<file path="src/rtl/rr_arb8_pkg.sv">
`default_nettype none
// +--------------------------------------------------------------------+
// | rr_arb8_pkg : shared types, constants and round-robin pick helper   |
// | Rev 1.0                                                            |
// +--------------------------------------------------------------------+
package rr_arb8_pkg;

  localparam int N_REQ = 8;
  localparam int IDX_W = 3;

  typedef enum logic [0:0] {
    ST_IDLE  = 1'b0,
    ST_GRANT = 1'b1
  } state_t;

  typedef struct packed {
    logic             found;
    logic [IDX_W-1:0] idx;
  } pick_t;

  // Rotate so bit 0 is requester (last+1), then take the lowest set bit.
  function automatic pick_t rr_pick(input logic [N_REQ-1:0] req,
                                    input logic [IDX_W-1:0] last);
    logic [2*N_REQ-1:0] dbl;
    logic [N_REQ-1:0]   rot;
    pick_t              p;
    dbl     = {req, req} >> ({1'b0, last} + 4'd1);
    rot     = dbl[N_REQ-1:0];
    p.found = |rot;
    p.idx   = '0;
    for (int k = N_REQ - 1; k >= 0; k--) begin
      if (rot[k]) p.idx = last + 3'd1 + 3'(k);
    end
    return p;
  endfunction

endpackage
`default_nettype wire

</file>
<file path="src/rtl/rr_arb8_dec3to8.sv">
`default_nettype none
// +--------------------------------------------------------------------+
// | dec3to8 : combinational 3-to-8 one-hot decoder with enable          |
// | Rev 1.0                                                            |
// +--------------------------------------------------------------------+
module dec3to8
  import rr_arb8_pkg::*;
(
  input  logic [IDX_W-1:0] i_idx,
  input  logic             i_en,
  output logic [N_REQ-1:0] o_onehot
);

  generate
    for (genvar i = 0; i < N_REQ; i++) begin : g_dec
      assign o_onehot[i] = i_en && (i_idx == IDX_W'(i));
    end
  endgenerate

endmodule
`default_nettype wire

</file>
<file path="src/rtl/rr_arb8.sv">
`default_nettype none
// +--------------------------------------------------------------------+
// | rr_arb8 : 8-way round-robin arbiter, registered one-hot grant       |
// | Optional hold-limit preemption: define RR_ARB8_HOLD_LIMIT_EN        |
// | Rev 1.0                                                            |
// +--------------------------------------------------------------------+
module rr_arb8
  import rr_arb8_pkg::*;
#(
  parameter int HOLD_MAX = 15
) (
  input  logic             clk,
  input  logic             rst_n,
  input  logic [N_REQ-1:0] req,
  output logic [N_REQ-1:0] gnt,
  output logic [IDX_W-1:0] gnt_idx,
  output logic             gnt_vld
);

  generate
    if (HOLD_MAX < 1 || HOLD_MAX > 255) begin : g_hold_max_range
      $error("rr_arb8: HOLD_MAX must be in 1..255");
    end
  endgenerate

  state_t           r_state;
  logic [IDX_W-1:0] r_ptr;
  logic [IDX_W-1:0] r_idx;
  logic [N_REQ-1:0] r_gnt;
  logic             r_vld;

  state_t           w_nxt_state;
  logic [IDX_W-1:0] w_nxt_idx;
  logic [N_REQ-1:0] w_nxt_gnt;
  logic             w_new;
  logic             w_own_req;
  logic             w_preempt;
  pick_t            w_pick;

  assign w_own_req = req[r_idx];
  assign w_pick    = rr_pick(req, r_ptr);

`ifdef RR_ARB8_HOLD_LIMIT_EN
  localparam logic [7:0] c_HOLD_LAST = 8'(HOLD_MAX - 1);
  logic [7:0] r_hold;
  logic       w_others;
  assign w_others  = |(req & ~r_gnt);
  assign w_preempt = (r_hold == c_HOLD_LAST) && w_others;
`else
  assign w_preempt = 1'b0;
`endif

  // Owner bit is low or masked out by order when re-picking, so a pick never re-selects it.
  always_comb begin
    w_nxt_state = r_state;
    w_nxt_idx   = r_idx;
    w_new       = 1'b0;
    case (r_state)
      ST_IDLE: begin
        if (w_pick.found) w_new = 1'b1;
      end
      ST_GRANT: begin
        if (!w_own_req || w_preempt) begin
          if (w_pick.found) w_new = 1'b1;
          else              w_nxt_state = ST_IDLE;
        end
      end
      default: w_nxt_state = ST_IDLE;
    endcase
    if (w_new) begin
      w_nxt_state = ST_GRANT;
      w_nxt_idx   = w_pick.idx;
    end
  end

  dec3to8 u_dec (
    .i_idx    (w_nxt_idx),
    .i_en     (w_nxt_state == ST_GRANT),
    .o_onehot (w_nxt_gnt)
  );

  always_ff @(posedge clk or negedge rst_n) begin
    if (!rst_n) begin
      r_state <= ST_IDLE;
      r_ptr   <= 3'd7;
      r_idx   <= '0;
      r_gnt   <= '0;
      r_vld   <= 1'b0;
`ifdef RR_ARB8_HOLD_LIMIT_EN
      r_hold  <= '0;
`endif
    end else begin
      r_state <= w_nxt_state;
      r_idx   <= w_nxt_idx;
      r_gnt   <= w_nxt_gnt;
      r_vld   <= (w_nxt_state == ST_GRANT);
      if (w_new) r_ptr <= w_pick.idx;
`ifdef RR_ARB8_HOLD_LIMIT_EN
      if (w_new)                                             r_hold <= '0;
      else if (r_state == ST_GRANT && r_hold != c_HOLD_LAST) r_hold <= r_hold + 8'd1;
`endif
    end
  end

  assign gnt     = r_gnt;
  assign gnt_idx = r_idx;
  assign gnt_vld = r_vld;

endmodule
`default_nettype wire

</file>
<file path="config.mk">
export PLATFORM = sky130hd
export DESIGN_NAME = rr_arb8
export DESIGN_NICKNAME = d
export VERILOG_FILES = /design/src/rtl/rr_arb8_pkg.sv /design/src/rtl/rr_arb8_dec3to8.sv /design/src/rtl/rr_arb8.sv
export SDC_FILE = /design/constraint.sdc
export NUM_CORES = 1
export LEC_CHECK = 0
export CORE_AREA = 2 2 85 54
export CTS_CLUSTER_SIZE = 8
export DETAILED_ROUTE_END_ITERATION = 16
export DIE_AREA = 0 0 87 56
export PLACE_DENSITY = 0.7
export SKIP_CTS_REPAIR_TIMING = 1
export SYNTH_ARGS = -nofsm -noshare
export SYNTH_HDL_FRONTEND = slang
export SYNTH_SLANG_ARGS = --single-unit
</file>
<file path="constraint.sdc">
create_clock -name clk -period 6.1 [get_ports clk]
set_input_delay 0.61 -clock clk [delete_from_list [all_inputs] [get_ports clk]]
set_output_delay 0.61 -clock clk [all_outputs]
set_load 0.1 [all_outputs]
</file>
==> impl_results.md, run 1 <==
- Endpoint type of the worst setup path: flip-flop
- Async set-reset flop share out of synthesis: 1.00
- Most common cell after layout, fill and taps aside: nor2_1
- Antenna violations before repair: 0
- First-pass DRT Iterations: 5
- Routed len/inst: around 18 um
- Largest cells by area after synthesis: dfrtp_1 15%, mux4_2 15%, mux2i_1 5.1%
- CTS tree: yes
- Via/cell ratio: 6.63
- Rows: 18
- Tot GR Track Use: 0.223
- Antenna Nets Post-Route: 0
- Slew HR: 0.348
- Most frequent cells in the layout: 23 x nor2_1, 21 x clkdlybuf4s50_1, 15 x a21oi_1
- Nets@finish: 239
- Seq cells post-synth: 15
- Skew-Pair Late Insertion Delay: approximately 0.25 ns
- Syn_area_per_cell: between 8 and 9 um2
- Synth unique cells: 55
- MaxCap Viol Count: 0
- Status: completed
- Synth Instances: 226
- Area Overhead vs Synth: 9.14%
- DR vias: 1,831
- Die X: 87 um
- Fillers: 382
- Worst Hold Path Cells: 2
- Yosys top cell by area: dfrtp_1
- Global placement routability congestion: roughly 0.9
- CTS HTree Levels: 1
- Fin. Hold Viols: 0
- Crit Reg-Reg Endpoint: gnt[4]$_DFF_PN0_
- Root Driver: clkbuf_8
- Final wirelength: slightly above 5000 um
- Vias in the first global route: 1,551
- Ant diodes: 0
- CTS max path bufs: 2
- Crit-path max FO: 31
- Core Box Area: 4030 um2
- Post-synth EDFFs: 0
- Final setup fails: 0
- Clock sink count: 15
- Tmin final: roughly 3.8 ns
- Fin crit share: 0.625
- First-pass GRT wire length: about 8500 um
- Crit start category: flip-flop
- Clock transition at the registers of the reported paths: around 0.060 ns
- # port buffers: 21
- Synthesized Nets: between 200 and 250
- Critical path class: reg2reg
- Die area: ~4900 um2
- # IOs: 22
- Share of layout cells above drive strength 1: 0.150
- Synthesized cell area: about 2000 um2
- Reg-to-reg startpoint: r_ptr[0]$_DFFE_PN1N_
- Remaining Overflow, GRT: 0
- Synth top area share: 0.152
- Worst reg-to-reg setup slack: 2.29 ns
- Tightest Hold Check Type: reg2reg
- Drt drc: 0
- Placed wire-length estimate: between 3000 and 4000 um
- Starting Density: 0.489
- Worst Path Arrival: approximately 4 ns
- Clock Skew: ~0.002 ns
- TNS Setup: 0 ns
- Top_reg_cell synth: dfrtp_1
- Largest net degree at the start of global routing: 46
- R2r worst-path depth: 10
- Die Y-Extent: about 56 um
- Worst path required time: around 6.3 ns
- RSZ-0062 raised after global routing: false
- Hold path start: gnt_idx[2]$_DFF_PN0_
- Drt first-iter violations: 217
- Sequential share of the synthesized area: 0.192
- Fmax: 262 MHz
- Synth Warn #: 0
- Total CTS buffers: 3
- Slew Viols, Final: 0
- Worst Max-Slew Pin Slew: about 0.97 ns
- Worst Hold Endpoint: gnt_idx[2]$_DFF_PN0_
-- layout make-up --
| class | count | area [um2] | area share |
|---|---|---|---|
| clock buffer | 3 | 41.3 | 0.0192 |
| clock inverter | 1 | 5.00 | 0.00233 |
| inverter | 8 | 30.0 | 0.0140 |
| multi-input combinational | 178 | 1420 | 0.662 |
| sequential | 15 | 379 | 0.176 |
| tap | 50 | 62.6 | 0.0291 |
| timing repair buffer | 21 | 210 | 0.0977 |
-- per-stage QoR --
step / hold WS, ns / util / worst slack (ns) / cells / area (um2)
after floorplan: 0.314 / - / 3.02 / 226 / 1970
after global placement: 0.545 / 0.522 / 2.28 / 272 / 2110
after detailed placement: 0.544 / 0.522 / 2.24 / 272 / 2110
after CTS: 0.559 / 0.534 / 2.34 / 276 / 2150
after global routing: 0.584 / 0.534 / 1.86 / 276 / 2150
final: 0.564 / 0.534 / 2.29 / 276 / 2150
-- cell families (layout without fill, tap and decap cells) --
logic type | count (synthesis) | count (layout) | synth area share
adder cells (fa/ha/maj) | 2 | 2 | 0.0127
AND/OR/NAND/NOR | 70 | 70 | 0.176
AO/OA/AOI/OAI | 68 | 68 | 0.238
multiplexers | 31 | 31 | 0.256
XOR/XNOR | 7 | 7 | 0.0387
flip-flops | 15 | 15 | 0.192
buffers and inverters | 33 | 33 | 0.0857
-- worst max-delay path: stages (launching register included) --
cell       delay, ns
dfstp_2         0.98
inv_1           0.40
ha_1            0.56
nor2_1          0.29
nor2_1          0.07
a2111oi_0       0.41
o221ai_1        0.22
a31oi_1         0.26
nand2_2         0.12
o32ai_1         0.22
nor2b_1         0.19
-- synth_stat cells (3+ instances only) --
library cell and n:
nor2b_1 3, nand2b_1 4, buf_2 12, nor3_1 9, nor2_1 23, o31a_1 3, o21ai_0 8, dfrtp_1 12
a211oi_1 3, o221ai_1 6, a21oi_1 15, dfstp_2 3, xnor2_1 3, nand2_1 10, a21o_1 3, xor2_1 3
mux4_2 13, mux2_2 6, inv_1 8, nand3_1 4, mux2i_1 10, clkbuf_1 9, o21ai_1 3, o31ai_1 3
a31oi_1 5, buf_6 4
-- worst max path at each step --
| stage | from | to | slack [ns] | cells after the start |
|---|---|---|---|---|
| 2_1_floorplan | r_ptr[0]$_DFFE_PN1N_ | gnt[2]$_DFF_PN0_ | 3.02 | 13 |
| 3_3_place_gp | req[6] | gnt[2]$_DFF_PN0_ | 2.28 | 8 |
| 3_5_place_dp | req[6] | gnt[2]$_DFF_PN0_ | 2.24 | 8 |
| 4_1_cts | r_ptr[2]$_DFFE_PN1N_ | gnt[2]$_DFF_PN0_ | 2.34 | 7 |
| 5_1_grt | r_ptr[0]$_DFFE_PN1N_ | gnt[4]$_DFF_PN0_ | 1.86 | 10 |
| 6_report | r_ptr[0]$_DFFE_PN1N_ | gnt[4]$_DFF_PN0_ | 2.29 | 10 |
-- sequential cells by signal, summed over array words and instances, names as in the netlist --
name / flops
gnt_vld: 1
gnt: 8
gnt_idx: 3
r_ptr: 3
-- per-layer routing --
layer	GRT usage	up-vias	wire length [um]
met5	0	-	0
met4	0.0201	0	9
met3	0.0519	2	590
met2	0.256	101	1970
met1	0.403	864	2490
li1	-	864	-
Power of run 1 is left out: the tool's default activity adds up to more than one toggle a clock period on the data nets, which glitch-free logic cannot reach.
==> inputs of run 2 (changes only) <==
--- a/config.mk
+++ b/config.mk
@@ -9,7 +9,7 @@
 export CTS_CLUSTER_SIZE = 8
 export DETAILED_ROUTE_END_ITERATION = 16
 export DIE_AREA = 0 0 87 56
-export PLACE_DENSITY = 0.7
+export PLACE_DENSITY = 0.73
 export SKIP_CTS_REPAIR_TIMING = 1
 export SYNTH_ARGS = -nofsm -noshare
 export SYNTH_HDL_FRONTEND = slang
==> constraint.sdc (replaced) <==
create_clock -name clk -period 3.4 [get_ports clk]
set_input_delay 0.34 -clock clk [delete_from_list [all_inputs] [get_ports clk]]
set_output_delay 0.34 -clock clk [all_outputs]
set_load 0.1 [all_outputs]
==> run 2 against run 1 <==
Effect of this change: clock-buffer cell count grew 1; die area is the same; final area grew 4.8%; first-iteration DRC count shrank 31%; clock skew is essentially flat; critical path type unchanged.
==> impl_results.md, run 2 (synthesized netlist as in run 1, its figures left out) <==
- Status: completed
- Most frequent cells in the layout: 23 x nor2_1, 21 x clkdlybuf4s50_1, 15 x a21oi_1
- First-pass DRT Iterations: 4 (-1)
- Routed len/inst: 18.6 um (+1.5%)
- Ant diodes: 0 (unchanged)
- Remaining Overflow, GRT: 0 (unchanged)
- Worst Max-Slew Pin Slew: 0.979 ns (+0.00527 ns)
- Crit start category: flip-flop
- Clock sink count: 15 (unchanged)
- Global placement routability congestion: 0.985 (+6.3%)
- Skew-Pair Late Insertion Delay: 0.24 ns (about the same)
- Drt first-iter violations: 150 (-31%)
- R2r worst-path depth: 8 (-2)
- Total CTS buffers: 3 (unchanged)
- Share of layout cells above drive strength 1: 0.196 (+0.0454)
- Rows: 18 (unchanged)
- Nets@finish: 253 (+5.9%)
- Final wirelength: 5400 um (+6.6%)
- Die area: 4870 um2 (unchanged)
- Drt drc: 0 (unchanged)
- Most common cell after layout, fill and taps aside: nor2_1
- Endpoint type of the worst setup path: flip-flop
- CTS HTree Levels: 1 (unchanged)
- # IOs: 22 (unchanged)
- Tightest Hold Check Type: in2async
- Slowest CP cell: dfstp_2
- Clock Skew: 0.00230 ns (+0.000301 ns)
- Crit-path leading delay family: multiplexers
- Die Y-Extent: 56 um (unchanged)
- TNS Setup: 0 ns (unchanged)
- DR vias: 1,898 (+3.7%)
- Largest net degree at the start of global routing: 24 (-48%)
- Vias in the first global route: 1,712 (+10%)
- Crit path from: r_ptr[1]$_DFFE_PN1N_
- CP bufs+invs: 1 (unchanged)
- Crit Reg-Reg Endpoint: gnt[2]$_DFF_PN0_
- CTS tree: yes
- Antenna violations before repair: 0 (unchanged)
- Fmax: 322 MHz (+23%)
- Final setup fails: 0 (unchanged)
- Placed inst area: 2210 um2 (+5.0%)
- Critical path class: reg2reg
- Clock transition at the registers of the reported paths: 0.06 ns (about the same)
- Fin crit share: 0.914 (+0.289)
- Root Driver: clkbuf_8
- Fin. Hold Viols: 0 (unchanged)
- Core Box Area: 4030 um2 (unchanged)
- Reg-to-reg startpoint: r_ptr[1]$_DFFE_PN1N_
- Tmin final: 3.11 ns (-0.706 ns)
- Antenna Nets Post-Route: 0 (unchanged)
- # port buffers: 21 (unchanged)
- First-pass GRT wire length: 9010 um (+5.4%)
- Final instance area: 2260 um2 (+4.8%)
- Crit path cell chain: buf_4 -> mux4_2 -> mux2i_4 -> o211ai_1 -> o21ai_1 -> o31a_1 -> nand2_1 -> nor4_1
- Slew HR: 0.345 (-0.00353)
- Via/cell ratio: 6.54 (-1.3%)
- CTS max path bufs: 2 (unchanged)
- Max FFs per register: 8 (unchanged)
- Area Overhead vs Synth: 14.4%
- MaxCap Viol Count: 0 (unchanged)
- Placed wire-length estimate: 4130 um (+9.6%)
- Crit-path max FO: 10 (-68%)
- Worst path required time: 3.53 ns (-2.75 ns)
- CP max stage delay: 0.69 ns (-0.29 ns)
- Worst Path Arrival: 3.24 ns (-0.75 ns)
- RSZ-0062 raised after global routing: false
- Slew Viols, Final: 0 (unchanged)
- Tot GR Track Use: 0.236 (+0.0131)
- Die X: 87 um (unchanged)
- Worst reg-to-reg setup slack: 0.29 ns (-1.99 ns)
- Starting Density: 0.489 (unchanged)
## run 2: stage by stage
step | cells | hold slack, ns | worst slack (ns) | util
3_3_place_gp | 286 | 0.547 | 0.141 | 0.548
3_5_place_dp | 286 | 0.559 | 0.197 | 0.548
4_1_cts | 290 | 0.533 | 0.347 | 0.560
5_1_grt | 290 | 0.593 | 0.0905 | 0.560
2_1_floorplan | 226 | 0.0444 | 0.317 | -
6_report | 290 | 0.503 | 0.293 | 0.560
## run 2: cell type report
cell class / instances / area, um2
clock buffer: 4 / 45.0
fill: 370 / 1780
inverter: 8 / 30.0
multi-input combinational: 178 / 1420
sequential: 15 / 379
tap: 50 / 62.6
timing repair buffer: 35 / 315
## run 2: worst max path at each step
stage | to | depth (start not counted)
2_1_floorplan | gnt[2]$_DFF_PN0_ | 13
3_3_place_gp | gnt[2]$_DFF_PN0_ | 8
3_5_place_dp | gnt[2]$_DFF_PN0_ | 8
4_1_cts | gnt[2]$_DFF_PN0_ | 9
5_1_grt | gnt[2]$_DFF_PN0_ | 8
6_report | gnt[2]$_DFF_PN0_ | 8
## run 2: metal layers
| metal | vias to the layer above | GRT usage | routed length, um |
|---|---|---|---|
| li1 | 890 | - | - |
| met1 | 920 | 0.378 | 2580 |
| met2 | 84 | 0.309 | 2190 |
| met3 | 4 | 0.0890 | 602 |
| met4 | 0 | 0.0134 | 28 |
| met5 | - | 0 | 0 |
Power of run 2 is left out for the same reason.
